$ cat src/rtl/concat_pkg.sv
// Shared definitions for the three-source frame concatenating scheduler.
//
// Contents:
//   state_e       : scheduler state (idle or one of the three segments).
//   SEG_*         : encodings presented on o_seg.
//   DEF_LEN1..3   : default segment lengths of the standard frame.
//   pick_segment  : first segment whose "nonzero length" flag is set.
//   state_to_seg  : maps a state onto its o_seg encoding.
package concat_pkg;

  typedef enum logic [1:0] {
    ST_IDLE = 2'd0,
    ST_SEG1 = 2'd1,
    ST_SEG2 = 2'd2,
    ST_SEG3 = 2'd3
  } state_e;

  localparam logic [1:0] SEG_IDLE = 2'd0;
  localparam logic [1:0] SEG_1    = 2'd1;
  localparam logic [1:0] SEG_2    = 2'd2;
  localparam logic [1:0] SEG_3    = 2'd3;

  localparam int DEF_LEN1 = 144;
  localparam int DEF_LEN2 = 12;
  localparam int DEF_LEN3 = 132;

  // Lowest-numbered segment whose flag is set; ST_IDLE when none is.
  // Used both for frame entry and for skipping zero-length segments.
  function automatic state_e pick_segment(input logic nz1,
                                          input logic nz2,
                                          input logic nz3);
    state_e s;
    if (nz1)      s = ST_SEG1;
    else if (nz2) s = ST_SEG2;
    else if (nz3) s = ST_SEG3;
    else          s = ST_IDLE;
    return s;
  endfunction

  function automatic logic [1:0] state_to_seg(input state_e s);
    logic [1:0] seg;
    case (s)
      ST_SEG1: seg = SEG_1;
      ST_SEG2: seg = SEG_2;
      ST_SEG3: seg = SEG_3;
      default: seg = SEG_IDLE;
    endcase
    return seg;
  endfunction

endpackage

$ cat src/rtl/concat_frame_scheduler.sv
// Concatenates three word sources into one output stream, frame by frame.
// A frame is len1 words of source 1, then len2 words of source 2, then
// len3 words of source 3; zero-length segments are skipped without an idle
// cycle. Lengths are captured when the frame starts.
//
// Handshake (all streams): a word moves on a rising edge where valid and
// ready are both 1. valid never depends on ready. The selected source is
// passed straight through with no register stage: o_out_data/o_out_valid
// come from the active source, and only that source sees i_out_ready on its
// o_src_ready bit; the other two ready bits are held at 0.
//
// Ports:
//   i_clock, i_reset_n           clock, async active-low reset
//   i_enable                     allows a new frame to start from idle
//   i_len1..i_len3   [LEN_W]     segment lengths, sampled at frame start
//   i_src1..3_data   [WIDTH]     source words
//   i_src_valid      [3]         per-source valid (bit n-1 = source n)
//   o_src_ready      [3]         per-source ready
//   o_out_data/valid, i_out_ready  output stream
//   o_out_first/o_out_last       frame's first / final word is presented
//   o_seg            [2]         active segment (0 idle, 1..3 source)
//   o_busy                       frame in progress
//   o_frame_count    [FCNT_W]    completed frames, wraps
module concat_frame_scheduler
  import concat_pkg::*;
#(
  parameter int WIDTH  = 8,
  parameter int LEN_W  = 12,
  parameter int FCNT_W = 16
) (
  input  logic              i_clock,
  input  logic              i_reset_n,
  input  logic              i_enable,
  input  logic [LEN_W-1:0]  i_len1,
  input  logic [LEN_W-1:0]  i_len2,
  input  logic [LEN_W-1:0]  i_len3,
  input  logic [WIDTH-1:0]  i_src1_data,
  input  logic [WIDTH-1:0]  i_src2_data,
  input  logic [WIDTH-1:0]  i_src3_data,
  input  logic [2:0]        i_src_valid,
  output logic [2:0]        o_src_ready,
  output logic [WIDTH-1:0]  o_out_data,
  output logic              o_out_valid,
  input  logic              i_out_ready,
  output logic              o_out_first,
  output logic              o_out_last,
  output logic [1:0]        o_seg,
  output logic              o_busy,
  output logic [FCNT_W-1:0] o_frame_count
);

  state_e              state_q, state_d;
  logic [LEN_W-1:0]    rem_q, rem_d;
  logic [LEN_W-1:0]    len1_q, len1_d;
  logic [LEN_W-1:0]    len2_q, len2_d;
  logic [LEN_W-1:0]    len3_q, len3_d;
  logic [FCNT_W-1:0]   frame_count_q, frame_count_d;
  logic                first_q, first_d;

  logic                fire;
  logic                last_word;
  logic                start;
  state_e              entry_state;
  state_e              after_seg;

  // Length belonging to a segment state, chosen from a given length set.
  function automatic logic [LEN_W-1:0] seg_len(input state_e s,
                                               input logic [LEN_W-1:0] a,
                                               input logic [LEN_W-1:0] b,
                                               input logic [LEN_W-1:0] c);
    logic [LEN_W-1:0] l;
    case (s)
      ST_SEG1: l = a;
      ST_SEG2: l = b;
      ST_SEG3: l = c;
      default: l = '0;
    endcase
    return l;
  endfunction

  // Source mux: zero-latency pass-through of the active source.
  always_comb begin
    o_out_data  = '0;
    o_out_valid = 1'b0;
    o_src_ready = 3'b000;
    case (state_q)
      ST_SEG1: begin
        o_out_data     = i_src1_data;
        o_out_valid    = i_src_valid[0];
        o_src_ready[0] = i_out_ready;
      end
      ST_SEG2: begin
        o_out_data     = i_src2_data;
        o_out_valid    = i_src_valid[1];
        o_src_ready[1] = i_out_ready;
      end
      ST_SEG3: begin
        o_out_data     = i_src3_data;
        o_out_valid    = i_src_valid[2];
        o_src_ready[2] = i_out_ready;
      end
      default: ;
    endcase
  end

  // Segment that follows the current one, skipping latched zero lengths.
  always_comb begin
    after_seg = ST_IDLE;
    case (state_q)
      ST_SEG1: after_seg = pick_segment(1'b0, len2_q != '0, len3_q != '0);
      ST_SEG2: after_seg = pick_segment(1'b0, 1'b0, len3_q != '0);
      default: after_seg = ST_IDLE;
    endcase
  end

  assign fire        = o_out_valid & i_out_ready;
  assign last_word   = (rem_q == LEN_W'(1));
  // A nonzero sum of unsigned lengths is the same as any length nonzero,
  // and the OR form cannot overflow.
  assign start       = (state_q == ST_IDLE) & i_enable &
                       ((i_len1 | i_len2 | i_len3) != '0);
  assign entry_state = pick_segment(i_len1 != '0, i_len2 != '0, i_len3 != '0);

  // Next-state logic. start only occurs in idle and fire only in a segment
  // (valid is 0 in idle), so the two branches never overlap; this is also
  // why a frame can never begin on the edge where the previous one ends.
  always_comb begin
    state_d       = state_q;
    rem_d         = rem_q;
    len1_d        = len1_q;
    len2_d        = len2_q;
    len3_d        = len3_q;
    frame_count_d = frame_count_q;
    first_d       = first_q;
    if (start) begin
      len1_d  = i_len1;
      len2_d  = i_len2;
      len3_d  = i_len3;
      state_d = entry_state;
      rem_d   = seg_len(entry_state, i_len1, i_len2, i_len3);
      first_d = 1'b1;
    end else if (fire) begin
      first_d = 1'b0;
      if (last_word) begin
        state_d = after_seg;
        rem_d   = seg_len(after_seg, len1_q, len2_q, len3_q);
        if (after_seg == ST_IDLE) begin
          frame_count_d = frame_count_q + FCNT_W'(1);
        end
      end else begin
        rem_d = rem_q - LEN_W'(1);
      end
    end
  end

  always_ff @(posedge i_clock or negedge i_reset_n) begin
    if (!i_reset_n) begin
      state_q       <= ST_IDLE;
      rem_q         <= '0;
      len1_q        <= '0;
      len2_q        <= '0;
      len3_q        <= '0;
      frame_count_q <= '0;
      first_q       <= 1'b0;
    end else begin
      state_q       <= state_d;
      rem_q         <= rem_d;
      len1_q        <= len1_d;
      len2_q        <= len2_d;
      len3_q        <= len3_d;
      frame_count_q <= frame_count_d;
      first_q       <= first_d;
    end
  end

  // first_q stays set until the frame's first word is accepted, so first
  // tracks the word rather than the cycle.
  assign o_out_first   = o_out_valid & first_q;
  assign o_out_last    = o_out_valid & last_word & (state_q != ST_IDLE) &
                         (after_seg == ST_IDLE);
  assign o_busy        = (state_q != ST_IDLE);
  assign o_seg         = state_to_seg(state_q);
  assign o_frame_count = frame_count_q;

endmodule

$ cat config.mk
export PLATFORM = sky130hd
export DESIGN_NAME = concat_frame_scheduler
export DESIGN_NICKNAME = d
export VERILOG_FILES = /design/src/rtl/concat_pkg.sv /design/src/rtl/concat_frame_scheduler.sv
export SDC_FILE = /design/constraint.sdc
export NUM_CORES = 1
export LEC_CHECK = 0
export BUFFER_PORTS_ARGS = -buffer_cell sky130_fd_sc_hd__buf_2
export CAP_MARGIN = 20
export CORE_UTILIZATION = 33
export DETAILED_ROUTE_END_ITERATION = 16
export HOLD_SLACK_MARGIN = 0.08
export PLACE_DENSITY = 0.57
export SLEW_MARGIN = 20
export SYNTH_ARGS = -nofsm -noshare
export SYNTH_HDL_FRONTEND = slang
export SYNTH_SLANG_ARGS = --single-unit
export TNS_END_PERCENT = 30
$ cat constraint.sdc
create_clock -name i_clock -period 7.8 [get_ports i_clock]
set_clock_uncertainty 0.2 [all_clocks]
set_input_delay 0.78 -clock i_clock [delete_from_list [all_inputs] [get_ports i_clock]]
set_output_delay 0.78 -clock i_clock [all_outputs]
set_load 0.02 [all_outputs]
Yosys cells after proc, flatten, opt, wreduce, memory -nomap -nowiden
Index checks and enable logic that the tools add are counted.
{"block": "classes", "add_sub_neg": 2, "n_mul": 0, "div_mod_pow": 0, "magnitude_cmp": 0, "eq_ne": 10, "n_shift": 0, "muxes": 22, "n_bitwise": 10, "n_reduce_logical": 13}
{"operator": "$pmux 12 s3", "n": 2}
{"operator": "$reduce_bool 12->1", "n": 6}
{"operator": "$mux 12", "n": 3}
{"operator": "$or 12x12->12", "n": 2}
{"operator": "$pmux 8 s3", "n": 1}
{"operator": "$add 16x1->16 const B", "n": 1}
{"operator": "$mux 2", "n": 8}
{"operator": "$eq 12x1->1 const B", "n": 1}
{"operator": "$eq 2x2->1 const B", "n": 6}
{"operator": "$sub 12x1->12 const B", "n": 1}
{"operator": "$and 1x1->1", "n": 7}
{"operator": "$eq 2x1->1 const B", "n": 3}
{"operator": "$pmux 2 s3", "n": 1}
{"operator": "$reduce_bool 2->1", "n": 3}
{"operator": "$mux 1", "n": 5}
{"operator": "$logic_not 2->1", "n": 2}
{"operator": "$pmux 2 s2", "n": 1}
{"operator": "$reduce_and 4->1", "n": 1}
{"operator": "$pmux 1 s3", "n": 1}
{"operator": "$reduce_and 2->1", "n": 1}
{"operator": "$not 1->1", "n": 1}
{"block": "word_totals", "reg_bits": 67, "latch_bits": 0, "ramBits": 0, "romBits": 0, "output_inout_bits": 33, "word_cells": 64, "n_memories": 0}

Depth between registers and ports, before layout
{"block": "depth", "ltp_word": 9, "mapped_depth": 10}

Worst setup path before layout
OpenSTA, ideal clock, no wires.
{"block": "synth_path", "kind": "register to output", "from": "register state_q[1]", "to": "output o_out_last", "t_arrival_ns": 2.024, "t_required_ns": 6.820, "setup_slack_ns": 4.796, "stages_incl_launch_ff": 10, "path_cell_list": "dfrtp_1 > inv_1 > ha_1 > clkbuf_1 > o21ai_0 > a31oi_1 > nor2_1 > clkbuf_8 > clkbuf_1 > and4_1"}
{"block": "synth_between", "elab_chain_len": 5, "word_cells_on_any_way": 10, "cone_classes": "3 x eq/ne; 2 x mux; 3 x bitwise; 2 x reduce/logical"}
{"element": "start: declaration", "line_no": "concat_frame_scheduler.sv:52", "text": "state_e state_q, state_d;"}
{"element": "start signal: assignment", "line_no": "concat_frame_scheduler.sv:166", "text": "state_q <= state_d;"}
{"element": "$eq 2x2->1, or another cell as far along", "line_no": "concat_frame_scheduler.sv:86", "text": "case (state_q)"}
{"element": "$pmux 1 s3", "line_no": "concat_frame_scheduler.sv:86"}
{"element": "$and 1x1->1 (2 in a row)", "line_no": "concat_frame_scheduler.sv:179", "text": "assign o_out_last = o_out_valid & last_word & (state_q != ST_IDLE) &"}
{"element": "$and 1x1->1 (*)", "line_no": "concat_frame_scheduler.sv:179"}
{"element": "end: declaration", "line_no": "concat_frame_scheduler.sv:46", "text": "output logic o_out_last,"}
Every way passes the cells marked *; elsewhere a longest branch is shown, timed or not.

Worst setup path in the final report
{"block": "layout_path", "from": "register rem_q[1]", "to": "output o_out_last"}
{"block": "layout_between", "elab_chain_len": 4}
{"element": "start: declaration", "line_no": "concat_frame_scheduler.sv:53", "text": "logic [LEN_W-1:0] rem_q, rem_d;"}
{"element": "start signal: assignment", "line_no": "concat_frame_scheduler.sv:167", "text": "rem_q <= rem_d;"}
{"element": "$eq 12x1->1", "line_no": "concat_frame_scheduler.sv:117", "text": "assign last_word = (rem_q == LEN_W'(1));"}
{"element": "$and 1x1->1 (3 in a row)", "line_no": "concat_frame_scheduler.sv:179"}
Every way passes these cells.

==> metrics <==
CTS sink count 55; worst skew pair latency 0.31 ns; clk slew on worst S/H paths 0.10 ns; crit path max fanout 10; relative slew slack 40.46%; Final Power 0.8751 mW; final worst-path cycle share 43.45%; total clock buffers created by CTS 5; Syn Nets 514; clock root cell clkbuf_8; via count 3794; Post-Layout Cell Count 661; synth unique cells 62; proportion of layout cells with a drive suffix above 1 25.72%; pwr/cell area 199.7 nW/um^2; Seq pwr share 41.7%; global placement routability congestion 0.9203; Layout area overhead 19.60%; Post-DP HPWL 9081 um; FFs w/ async S/R, synth 100.0%; die area 11530 um^2; post-synthesis mux area share 0.5806%; htree depth 2; Worst path max stage delay 0.54 ns; DRC viols 0; main combinational cell family by area after synthesis simple AND/OR/NAND/NOR gates; Compound-Gate Fraction of Synth Area 19.09%; Leak Pwr 2.031 nW; post-synthesis adder-cell area fraction 2.732%; drt total wl 11880 um; status completed; crit path launch type flop; RSZ-0062 raised after global routing no; antenna-violating nets left 0; hold bufs inserted after CTS 0; Global Route Usage Sum 21.33%; worst setup margin 4.411 ns; placed insts 652; Crit-path slowest cell and4_1; combinational share of power 35.4%; Most used DFF post-synth dfrtp_1; Initial Util 33.80%; die height 107.4 um; Core ar. 10840 um^2; sequential area share after synthesis 37.57%; wire length per cell 17.98 um; Mapped Area 3664 um^2; Yosys top cell area share 37.57%; Yosys top cell by area dfrtp_1; top cells by count, synth 89 x nand2_1, 55 x dfrtp_1, 27 x nor2_1, 23 x nor4_1, 21 x nand3_1; Most Frequent Cell on Critical Path and4_1; count leader, synth nand2_1; Syn Inst Count 439; Critical Path RT 6.82 ns; EDFF count, synth 0; DRT Pass-1 Iters 6; Yosys reg bits 55; vias in the first global route 3584; vias per cell 5.740; CP Capture Type primary output; Multi-input gate area 2115 um^2; CP Class reg -> out; initial antenna violation count 0; Net Sw Frac 38.45%; Slew @ Worst Pin 0.8849 ns; hold slack final 0.2713 ns; CTS tree done; filler instances 1128; postcts setup bufs 0; max-cap viol count 0; Clock Power Share 22.9%; DP Worst Slack 4.133 ns; Nets 595; initial DRC count 286; VDD IR max 76.68 uV; first-pass GRT wire length 19000 um; antenna cells 0; Yosys warning total 0; # setup viols final 0; final max-slew violation count 0; remaining global-route overflow 0; Post-Synth Simple-Gate Area 30.53%; Internal Power 0.5386 mW; post-cts resize count 0; Period minus WS final 3.389 ns; Max Freq 295.0 MHz; Fin. Hold Viols 0; Synth Area in XOR/XNOR 4.303%; largest net degree at the start of global routing 56; CTS max path bufs 2; Switching Power 0.3365 mW; FF/Latch Area 1376 um^2; Die Wd 107.4 um; crit path cell chain inv_1, ha_1, nor3b_1, and4_1, and4_1, buf_2; CP arrival 2.41 ns; PortBufs 99; Avg Cell Area, Syn 8.345 um^2; Rows 38; Synth area leaders dfrtp_1 38%, nand2_1 9.1%, nor4_1 3.9%; TNS Setup 0 ns; IO Count 100; worst hold path class reg -> reg
[flip-flops by register name (all words and copies together), names as in the netlist]
name	flops
o_frame_count	16
len2_q	12
len3_q	12
rem_q	12
state_q	2
first_q	1
[critical path, delay by kind of cell, from the launching register on]
| kind | cells | cell delay, ns |
|---|---|---|
| fa+ha+maj | 1 | 0.14 |
| simple gates | 3 | 1.28 |
| flops | 1 | 0.42 |
| buf+inv | 2 | 0.26 |
[per-stage QoR]
step	util (%)	instance area, um^2
5_1_grt	40.42	4382
2_1_floorplan	-	3664
3_5_place_dp	39.08	4237
4_1_cts	40.17	4354
3_3_place_gp	39.08	4237
6_report	40.42	4382
[layer usage]
metal	share of wire (%)	global-route usage [%]	vias up	routed length, um
met1	45	30.53	1813	5291
met4	2.9	7.436	0	346
li1	-	-	1791	-
met3	7.3	3.208	32	870
met5	0	0	-	0
met2	45	32.53	158	5374
[logic make-up after synthesis]
group	Yosys count
DFF	55
adders and majority gates	8
muxes	2
buffers and inverters	40
xor gates and xnor gates	18
and+or+nand+nor	224
AOI/OAI and AO/OA	92
[final timing paths]
path | from | end | slack, ns | depth (start not counted)
min in group asynchronous | i_reset_n | o_frame_count[12] | 0.40 | 2
worst min-delay path | o_frame_count[15] | o_frame_count[15] | 0.27 | 1
worst max register to register | state_q[1] | o_frame_count[1] | 4.86 | 8
worst max-delay path | rem_q[1] | o_out_last | 4.41 | 6
worst min register to register | o_frame_count[15] | o_frame_count[15] | 0.27 | 1
max in group asynchronous | i_reset_n | len3_q[10] | 6.51 | 2
[layout make-up]
type,count,share of cell area (%)
clock buffer,6,1.885
timing repair buffer,106,12.96
sequential,55,31.41
inverter,8,0.6853
tap,140,3.998
multi-input combinational,344,48.26
clock inverter,2,0.7995
[cell usage in the layout (no fill, tap or decap), types with 6 or more instances in the layout]
master	netlist	routed
a211oi_1	9	9
a21oi_1	12	12
a222oi_1	9	9
and2_1	7	7
buf_2	7	99
buf_4	0	6
clkbuf_8	3	6
dfrtp_1	55	55
ha_1	8	8
inv_1	8	8
nand2_1	89	89
nand3_1	21	21
nand4_1	13	13
nor2_1	27	27
nor3_1	12	12
nor4_1	23	23
o21ai_0	13	13
xnor2_1	11	11
xor2_1	7	7
[power groups by stage]
| stage | registers [mW] | logic [mW] | clock network [mW] |
|---|---|---|---|
| after floorplan | 0.356 | 0.223 | 0 |
| after global placement | 0.368 | 0.304 | 0 |
| after detailed placement | 0.369 | 0.304 | 0 |
| after CTS | 0.364 | 0.306 | 0.203 |
| after global routing | 0.372 | 0.343 | 0.213 |
| final | 0.365 | 0.310 | 0.201 |
Power figures use the tool's default switching activity.
